<file path="src/rtl/johnson_pkg.sv">
// -----------------------------------------------------------------------------
// johnson_pkg
// Shared helpers for the parametrised Johnson (twisted-ring) counter.
//   jc_popcount  : number of set bits in a ring-width vector
//   jc_is_legal  : true when the n-bit ring has at most one adjacent-bit change
//   jc_index     : binary position 0..2n-1 of a legal ring state (0 if illegal)
//   JC_UP/JC_DN  : direction encodings for the dir input
// Vectors are passed zero-extended to JC_MAX_N bits together with the live
// width n, so one set of functions serves every ring width from 2 to 32.
// -----------------------------------------------------------------------------
package johnson_pkg;

  localparam int   JC_MAX_N = 32;
  localparam int   JC_IDX_W = 6;     // enough for 2*JC_MAX_N - 1 = 63
  localparam logic JC_UP    = 1'b0;  // shift toward MSB
  localparam logic JC_DN    = 1'b1;  // shift toward LSB

  function automatic int jc_popcount(input logic [JC_MAX_N-1:0] v);
    logic [JC_MAX_N-1:0] t;
    int                  cnt;
    t   = v;
    cnt = 0;
    for (int i = 0; i < JC_MAX_N; i++) begin
      cnt += int'(t[0]);
      t = t >> 1;
    end
    return cnt;
  endfunction

  // Adjacent-bit changes show up as ones in v ^ (v >> 1); only the lowest
  // n-1 positions compare two real ring bits.
  function automatic logic jc_is_legal(input logic [JC_MAX_N-1:0] v, input int n);
    logic [JC_MAX_N-1:0] mask;
    mask = (JC_MAX_N'(1) << (n - 1)) - JC_MAX_N'(1);
    return jc_popcount((v ^ (v >> 1)) & mask) <= 1;
  endfunction

  // Up count fills ones from the LSB, then drains them from the LSB once the
  // MSB is set, so the MSB selects which half of the cycle we are in.
  function automatic logic [JC_IDX_W-1:0] jc_index(input logic [JC_MAX_N-1:0] v, input int n);
    logic msb;
    int   pop;
    msb = |(v & (JC_MAX_N'(1) << (n - 1)));
    pop = jc_popcount(v);
    if (!jc_is_legal(v, n)) return '0;
    if (msb) return JC_IDX_W'(2 * n - pop);
    return JC_IDX_W'(pop);
  endfunction

endpackage

</file>
<file path="src/rtl/johnson_decode.sv">
// -----------------------------------------------------------------------------
// johnson_decode
// Purely combinational decode of a Johnson ring state.
//   i_q      [N]  ring state
//   o_legal       state is one of the 2N legal patterns
//   o_idx    [IW] binary index 0..2N-1 (0 when illegal)
//   o_first       legal and at index 0        (down-count wrap point)
//   o_last        legal and at index 2N-1     (up-count wrap point)
// -----------------------------------------------------------------------------
module johnson_decode
  import johnson_pkg::*;
#(
  parameter  int N  = 4,
  localparam int IW = $clog2(2 * N)
) (
  input  logic [N-1:0]  i_q,
  output logic          o_legal,
  output logic [IW-1:0] o_idx,
  output logic          o_first,
  output logic          o_last
);

  logic [JC_MAX_N-1:0] w_q_ext;

  assign w_q_ext = JC_MAX_N'(i_q);
  assign o_legal = jc_is_legal(w_q_ext, N);
  assign o_idx   = IW'(jc_index(w_q_ext, N));
  assign o_first = o_legal && (o_idx == '0);
  assign o_last  = o_legal && (o_idx == IW'(2 * N - 1));

endmodule

</file>
<file path="src/rtl/johnson_counter_param.sv">
// -----------------------------------------------------------------------------
// johnson_counter_param
// N-bit Johnson counter (2N states) with parallel load, enable, up/down
// direction, illegal-state self-correction and index / terminal-count decode.
// N must lie in 2..32.
//   clk           rising-edge clock
//   rst           synchronous active-high reset
//   en            advance one state per clock
//   dir           0 = up (toward MSB), 1 = down (toward LSB)
//   load          synchronous parallel load (beats en/dir)
//   load_val [N]  pattern to load; illegal patterns load 0 and flag err
//   q        [N]  registered ring state
//   qb       [N]  ~q
//   idx      [IW] binary index of q, 0 when q is illegal
//   tc            next enabled step wraps the sequence
//   err           one-cycle pulse after an illegal state/load was rejected
// -----------------------------------------------------------------------------
module johnson_counter_param
  import johnson_pkg::*;
#(
  parameter  int N  = 4,
  localparam int IW = $clog2(2 * N)
) (
  input  logic          clk,
  input  logic          rst,
  input  logic          en,
  input  logic          dir,
  input  logic          load,
  input  logic [N-1:0]  load_val,
  output logic [N-1:0]  q,
  output logic [N-1:0]  qb,
  output logic [IW-1:0] idx,
  output logic          tc,
  output logic          err
);

  logic [N-1:0] r_q;
  logic         r_err;
  logic [N-1:0] w_q_nxt;
  logic         w_err_nxt;
  logic         w_legal;
  logic         w_first;
  logic         w_last;
  logic         w_load_legal;

  johnson_decode #(.N(N)) u_decode (
    .i_q     (r_q),
    .o_legal (w_legal),
    .o_idx   (idx),
    .o_first (w_first),
    .o_last  (w_last)
  );

  assign w_load_legal = jc_is_legal(JC_MAX_N'(load_val), N);

  always_comb begin
    // NOTE: defaults first so every path assigns both outputs; no latch.
    w_q_nxt   = r_q;
    w_err_nxt = 1'b0;
    if (load) begin
      w_q_nxt   = w_load_legal ? load_val : '0;
      w_err_nxt = !w_load_legal;
    end else if (!w_legal) begin
      // An upset ring would otherwise circulate its bad pattern forever.
      w_q_nxt   = '0;
      w_err_nxt = 1'b1;
    end else if (en) begin
      if (dir == JC_UP) w_q_nxt = {r_q[N-2:0], ~r_q[N-1]};
      else              w_q_nxt = {~r_q[0], r_q[N-1:1]};
    end
  end

  always_ff @(posedge clk) begin
    // NOTE: non-blocking so every flop samples pre-edge values.
    if (rst) begin
      r_q   <= '0;
      r_err <= 1'b0;
    end else begin
      r_q   <= w_q_nxt;
      r_err <= w_err_nxt;
    end
  end

  assign q   = r_q;
  assign qb  = ~r_q;
  assign err = r_err;
  // A load in progress or a corrupt ring means the next step is not a wrap.
  assign tc  = en && !load && w_legal && ((dir == JC_UP) ? w_last : w_first);

endmodule
</file>
<file path="config.mk">
export PLATFORM = sky130hd
export DESIGN_NAME = johnson_counter_param
export DESIGN_NICKNAME = d
export VERILOG_FILES = /design/src/rtl/johnson_pkg.sv /design/src/rtl/johnson_decode.sv /design/src/rtl/johnson_counter_param.sv
export SDC_FILE = /design/constraint.sdc
export NUM_CORES = 1
export LEC_CHECK = 0
export CORE_ASPECT_RATIO = 1.1
export CORE_MARGIN = 2
export CORE_UTILIZATION = 40
export DETAILED_ROUTE_END_ITERATION = 12
export GPL_TIMING_DRIVEN = 1
export PLACE_DENSITY = 0.84
export SLEW_MARGIN = 5
export SYNTH_ARGS = -nofsm -noshare
export SYNTH_HDL_FRONTEND = slang
export SYNTH_HIERARCHICAL = 1
export SYNTH_SLANG_ARGS = --single-unit
</file>
<file path="constraint.sdc">
create_clock -name clk -period 3.83 [get_ports clk]
set_clock_uncertainty 0.1 [all_clocks]
set_input_delay 1.149 -clock clk [delete_from_list [all_inputs] [get_ports clk]]
set_output_delay 1.149 -clock clk [all_outputs]
set_load 0.05 [all_outputs]
</file>
==> flow_metrics.tcl, run 1 <==
set metrics [dict create \
    nFillCells 108 \
    yosysUniqueCellTypes 24 \
    cts_buffer_depth 2 \
    worst_ep_arrival_time_ps 2650 \
    dr.first_iter.drc_count 12 \
    gr-usage-all-layers_pct 19.1 \
    stdcell_area_um2 967 \
    placed_area_um2 893 \
    clock-root-buffer "clkbuf_4" \
    synth_cells 65 \
    max_slew.worst_pin.slew_ps 498 \
    postRouteAntennaNets 0 \
    grt_max_degree 10 \
    timing_hold_violations_final 0 \
    vdd_ir_drop_max_uv 383 \
    core-area_mm2 0.00135 \
    max_freq_ghz 0.256 \
    grt_pass1_vias 542 \
    ys_seq_elements 5 \
    placed_cells 105 \
    multi_input_area_um2 490 \
    register_area_um2 113 \
    cts_buffers 3 \
    yosys.area.top_type "dfxtp_1" \
    synth_top_area_share_pct 17.5 \
    fin_crit_sh_pct 102 \
    synthArstFlopShare_pct 0 \
    cts.sinks 5 \
    grt_pass1_wl_um 2320 \
    die_area_mm2 0.00174 \
    yosys_warnings 6 \
    status "finished, violations left" \
    finalNonFillerCells 110 \
    die_h_um 43.6 \
    worstSetupStartpointType "flip-flop" \
    cp_max_fo 3 \
    yosysMostFrequentCell "inv_1" \
    chipWidth_um 40.0 \
    drc 0 \
    grt_setup_unrepaired "yes" \
    cap_violations 0 \
    first_pass_iters 5 \
    antenna_found_initial 0 \
    violations "setup timing" \
    synth_flop_cell "dfxtp_1" \
    dp_worst_setup_slack_ps 70.1 \
    period_needed_ps 3900 \
    finalSetupViolations 1 \
    leakage_nw 0.418 \
    area_growth_pct 69.5 \
    portBuffers 21 \
    cp.required_ps 2580 \
    fin_nets 113 \
    wirelength_um 1330 \
    clkTransAtPathRegs_ps 50 \
    seq_area_frac_synth_pct 17.5 \
    grt-ovfl-total 0 \
    path_class "flip-flop to output pin" \
    cts_max_level 1 \
    ios 22 \
    n_antenna_cell 0 \
    wl_per_cell_um 12.1 \
    synth_nets 83 \
    netlist_top_cells_count "8 x inv_1, 7 x ha_1, 6 x nor2_1, 6 x xor2_1" \
    vias 551 \
    start_util_pct 42.3 \
    row_count 14 \
    powerDensity_mw_per_mm2 501 \
    synth_edf_count 0 \
    clk_latency_ps 250 \
    syn_area_per_cell_um2 8.78 \
    gp_congestion 0.852 \
    synth.cell_area_um2 571 \
    hpwlAfterDp_um 1030 \
    hold_class "flip-flop to flip-flop" \
    cts_tree "built" \
    slew_headroom_pct 66.7 \
    setup_ws_ps -73.9 \
    slew_violations 0 \
    synthTopCellsByArea "dfxtp_1 18%, ha_1 15%, xor2_1 9.2%" \
    drive_above_1_share_pct 31.9 \
    endpoint_kind "output pin" \
    vias_per_cell 5.01 \
    holdWs_ps 492 \
]
-- cells by family after synthesis --
logic type	synth area share, %
AO/OA/AOI/OAI	11.0
flip-flops	17.5
adder cells (fa/ha/maj)	22.4
AND/OR/NAND/NOR	21.5
XOR/XNOR	12.1
buffers and inverters	8.11
multiplexers	7.46
-- timing repair --
item | 4_1_cts | 5_1_grt
setup buffers | 1 | 0
hold buffers | 0 | 0
endpoints found under the setup margin | 1 | 3
pin swaps | 4 | 2
endpoints found under the hold margin | 0 | 0
resized for setup | 4 | 5
-- final cells by class --
class                   count  area share (%)
multi-input cells          50            50.7
inverters                   8            3.10
well taps                  16            2.07
clock buffers               4            2.72
flip-flops and latches      5            11.6
repair buffers             27            29.8
-- critical path, stage by stage, from the launching register on --
cell and delay (ps):
dfxtp_4 340, fa_1 550, ha_2 190, ha_4 200
inv_2 60, ha_4 110, and2b_1 190, xnor2_2 200
and4_1 230, mux2i_2 90, nor2_4 110, buf_12 140
-- path summary, 6_finish.rpt --
kind                            cells past startpoint    to  slack (ps)  start
worst max-delay path                               11    tc         -70   q[3]
worst min-delay path                                2  q[2]         490   q[2]
worst max register to register                      8  q[0]        1390   q[3]
worst min register to register                      2  q[2]         490   q[2]
-- per-stage QoR --
step           utilization (%)  total power, mW  TNS, ps
2_1_floorplan                -            0.285        0
3_3_place_gp              66.2            0.393        0
3_5_place_dp              66.2            0.400        0
4_1_cts                   70.1            0.476     -115
5_1_grt                   71.7            0.515     -196
6_report                  71.7            0.485    -73.9
-- per-layer routing --
layer / routed length [um] / up-vias / GRT usage, % / share of wire, %
met2: 680 / 19 / 31.0 / 51
met4: 27 / 0 / 8.28 / 2.0
li1: - / 277 / - / -
met5: 0 / - / 0 / 0
met1: 569 / 251 / 24.1 / 43
met3: 52 / 4 / 3.08 / 3.9
-- layout by cell type (no fill, tap or decap), types with 2 or more instances in the layout --
master / count
buf_4: 6
clkdlybuf4s50_1: 17
a211oi_1: 2
a22oi_1: 2
nand2_1: 5
a311oi_1: 2
dfxtp_4: 3
ha_4: 2
clkbuf_4: 3
mux2_1: 2
buf_12: 3
inv_2: 2
fa_1: 2
ha_1: 4
nor2_1: 5
inv_1: 6
xor2_1: 6
o211ai_1: 2
nor3_4: 2
-- sequential cells by signal, summed over array words and instances (netlist names) --
name / flops
err: 1
q: 4
-- report_power, final --
| group | switching (mW) | total, mW | internal (mW) |
|---|---|---|---|
| clock network | 0.0236 | 0.0631 | 0.0395 |
| logic | 0.203 | 0.352 | 0.149 |
| registers | 0.00827 | 0.0695 | 0.0612 |
| total | 0.235 | 0.485 | 0.250 |
Note: power is estimated with default switching activity, not from simulation.
==> inputs of run 2 (changes only) <==
SETUP_SLACK_MARGIN = 0.02   (was unset)
==> run 2 against run 1 <==
Effect of this change: the run still ends with setup timing left; sequential power about the same; clock power about the same; die area unchanged; cell count unchanged; core utilization down 0.28 points; register-to-register slack about the same; total power down 0.75%; critical path depth unchanged; setup slack about the same.
==> flow_metrics.tcl, run 2 (same netlist as run 1, synthesis figures left out) <==
set metrics [dict create \
    status "finished, violations left" \
    violations "setup timing" \
    die_h_um 43.6 \
    vias_per_cell 5.01 \
    cp_max_fo 3 \
    die_area_mm2 0.00174 \
    layout_common_cells "17 x clkdlybuf4s50_1, 6 x xor2_1, 6 x inv_1, 6 x buf_4" \
    hold-path-cell-count 2 \
    stdcell_area_um2 963 \
    cts.sinks 5 \
    fin_nets 113 \
    dr.first_iter.drc_count 12 \
    area_growth_pct 68.9 \
    cts_tree "built" \
    wirelength_um 1330 \
    p_int_uw 246 \
    r2r_cells 8 \
    grt-ovfl-total 0 \
    final_common_cell "clkdlybuf4s50_1" \
    cap_violations 0 \
    postRouteAntennaNets 0 \
    portBuffers 21 \
    powerDensity_mw_per_mm2 500 \
    routed.top_layer "met4" \
    gp_congestion 0.852 \
    holdWs_ps 492 \
    wl_per_cell_um 12.1 \
    cp.required_ps 2580 \
    max_freq_ghz 0.256 \
    finalSetupViolations 1 \
    worstSetupStartpointType "flip-flop" \
    leakage_nw 0.408 \
    grt_max_degree 10 \
    grt_pass1_vias 541 \
    ios 22 \
    cts_max_level 1 \
    hpwlAfterDp_um 1030 \
    grt_setup_unrepaired "yes" \
    clkPwrFrac_pct 13.1 \
    netSwitchingFraction_pct 48.8 \
    wl_met2_um 679 \
    hold_class "flip-flop to flip-flop" \
    pwr-share-comb_pct 72.5 \
    nFillCells 110 \
    clock-root-buffer "clkbuf_4" \
    vias 551 \
    cts_hold_repair.buffers 0 \
    chipWidth_um 40.0 \
    first_pass_iters 5 \
    drt-met1-wl_um 571 \
    power_switching_uw 235 \
    row_count 14 \
    cts_buffer_depth 2 \
    core-area_mm2 0.00135 \
    grt_pass1_wl_um 2300 \
    worst_ep_arrival_time_ps 2660 \
    slew_violations 0 \
    drive_above_1_share_pct 31.9 \
    drc 0 \
    final.setup.tns_ps -74.3 \
    max_slew.worst_pin.slew_ps 493 \
    period_needed_ps 3900 \
    largest_register_ffs 4 \
    gr-usage-all-layers_pct 18.9 \
    setup_ws_ps -74.3 \
    antenna_found_initial 0 \
    cts_buffers 3 \
    vdd_ir_drop_max_uv 360 \
    seqPwrFrac_pct 14.4 \
    power.total_uw 481 \
    met3_length_um 54 \
    placed_area_um2 893 \
    endpoint_kind "output pin" \
    n_antenna_cell 0 \
    fin_crit_sh_pct 102 \
    clk_latency_ps 250 \
    path_class "flip-flop to output pin" \
    slew_headroom_pct 67.0 \
    start_util_pct 42.3 \
    clkTransAtPathRegs_ps 50 \
    timing_hold_violations_final 0 \
]
## run 2: cell types whose count changed in the layout (fill, tap and decap cells not counted)
cell	delta
dlygate4sd2_1	+1
dlymetal6s2s_1	-1
## run 2: worst paths after layout
check / startpoint / end / slack [ps]
max: q[3] / tc / -70
max reg2reg: q[3] / q[0] / 1390
min: q[2] / q[2] / 490
min reg2reg: q[2] / q[2] / 490
## run 2: final cells by class
cell class                      count  area (um2)  share of cell area, %
Tap cell                           16        20.0                   2.08
Sequential cell                     5         113                   11.7
Multi-Input combinational cell     50         490                   50.9
Timing Repair Buffer               27         284                   29.5
Inverter                            8        30.0                   3.12
Clock buffer                        4        26.3                   2.73
## run 2: per-layer routing
metal	GRT usage [%]	up-vias
met4	8.28	0
met5	0	-
met2	30.6	19
met1	23.9	251
li1	-	277
met3	3.08	4
## run 2: what timing repair did
item	CTS	global route
gates resized for setup	6	3
buffers inserted	1	0
endpoints found under the setup margin	2	2
pin swaps	4	2
## run 2: critical path, cell delays in order, from the launching register on
cell     delay (ps)
dfxtp_4         340
fa_1            550
ha_2            190
ha_4            200
inv_2            60
ha_4            110
and2b_1         190
xnor2_2         200
and4_1          230
mux2i_2          90
nor2_4          110
buf_12          140
## run 2: power groups by stage
stage	clock network [mW]	registers [mW]	logic, mW
2_1_floorplan	0	0.100	0.185
3_3_place_gp	0	0.0695	0.323
3_5_place_dp	0	0.0707	0.330
4_1_cts	0.0631	0.0698	0.341
5_1_grt	0.0684	0.0709	0.372
6_report	0.0631	0.0695	0.349
## run 2: metrics by stage
step	setup WS (ps)	std cells	util (%)
3_5_place_dp	70.1	105	66.2
3_3_place_gp	106	105	66.2
4_1_cts	-115	110	70.5
6_report	-74.3	110	71.4
2_1_floorplan	54.9	65	-
5_1_grt	-166	110	71.4
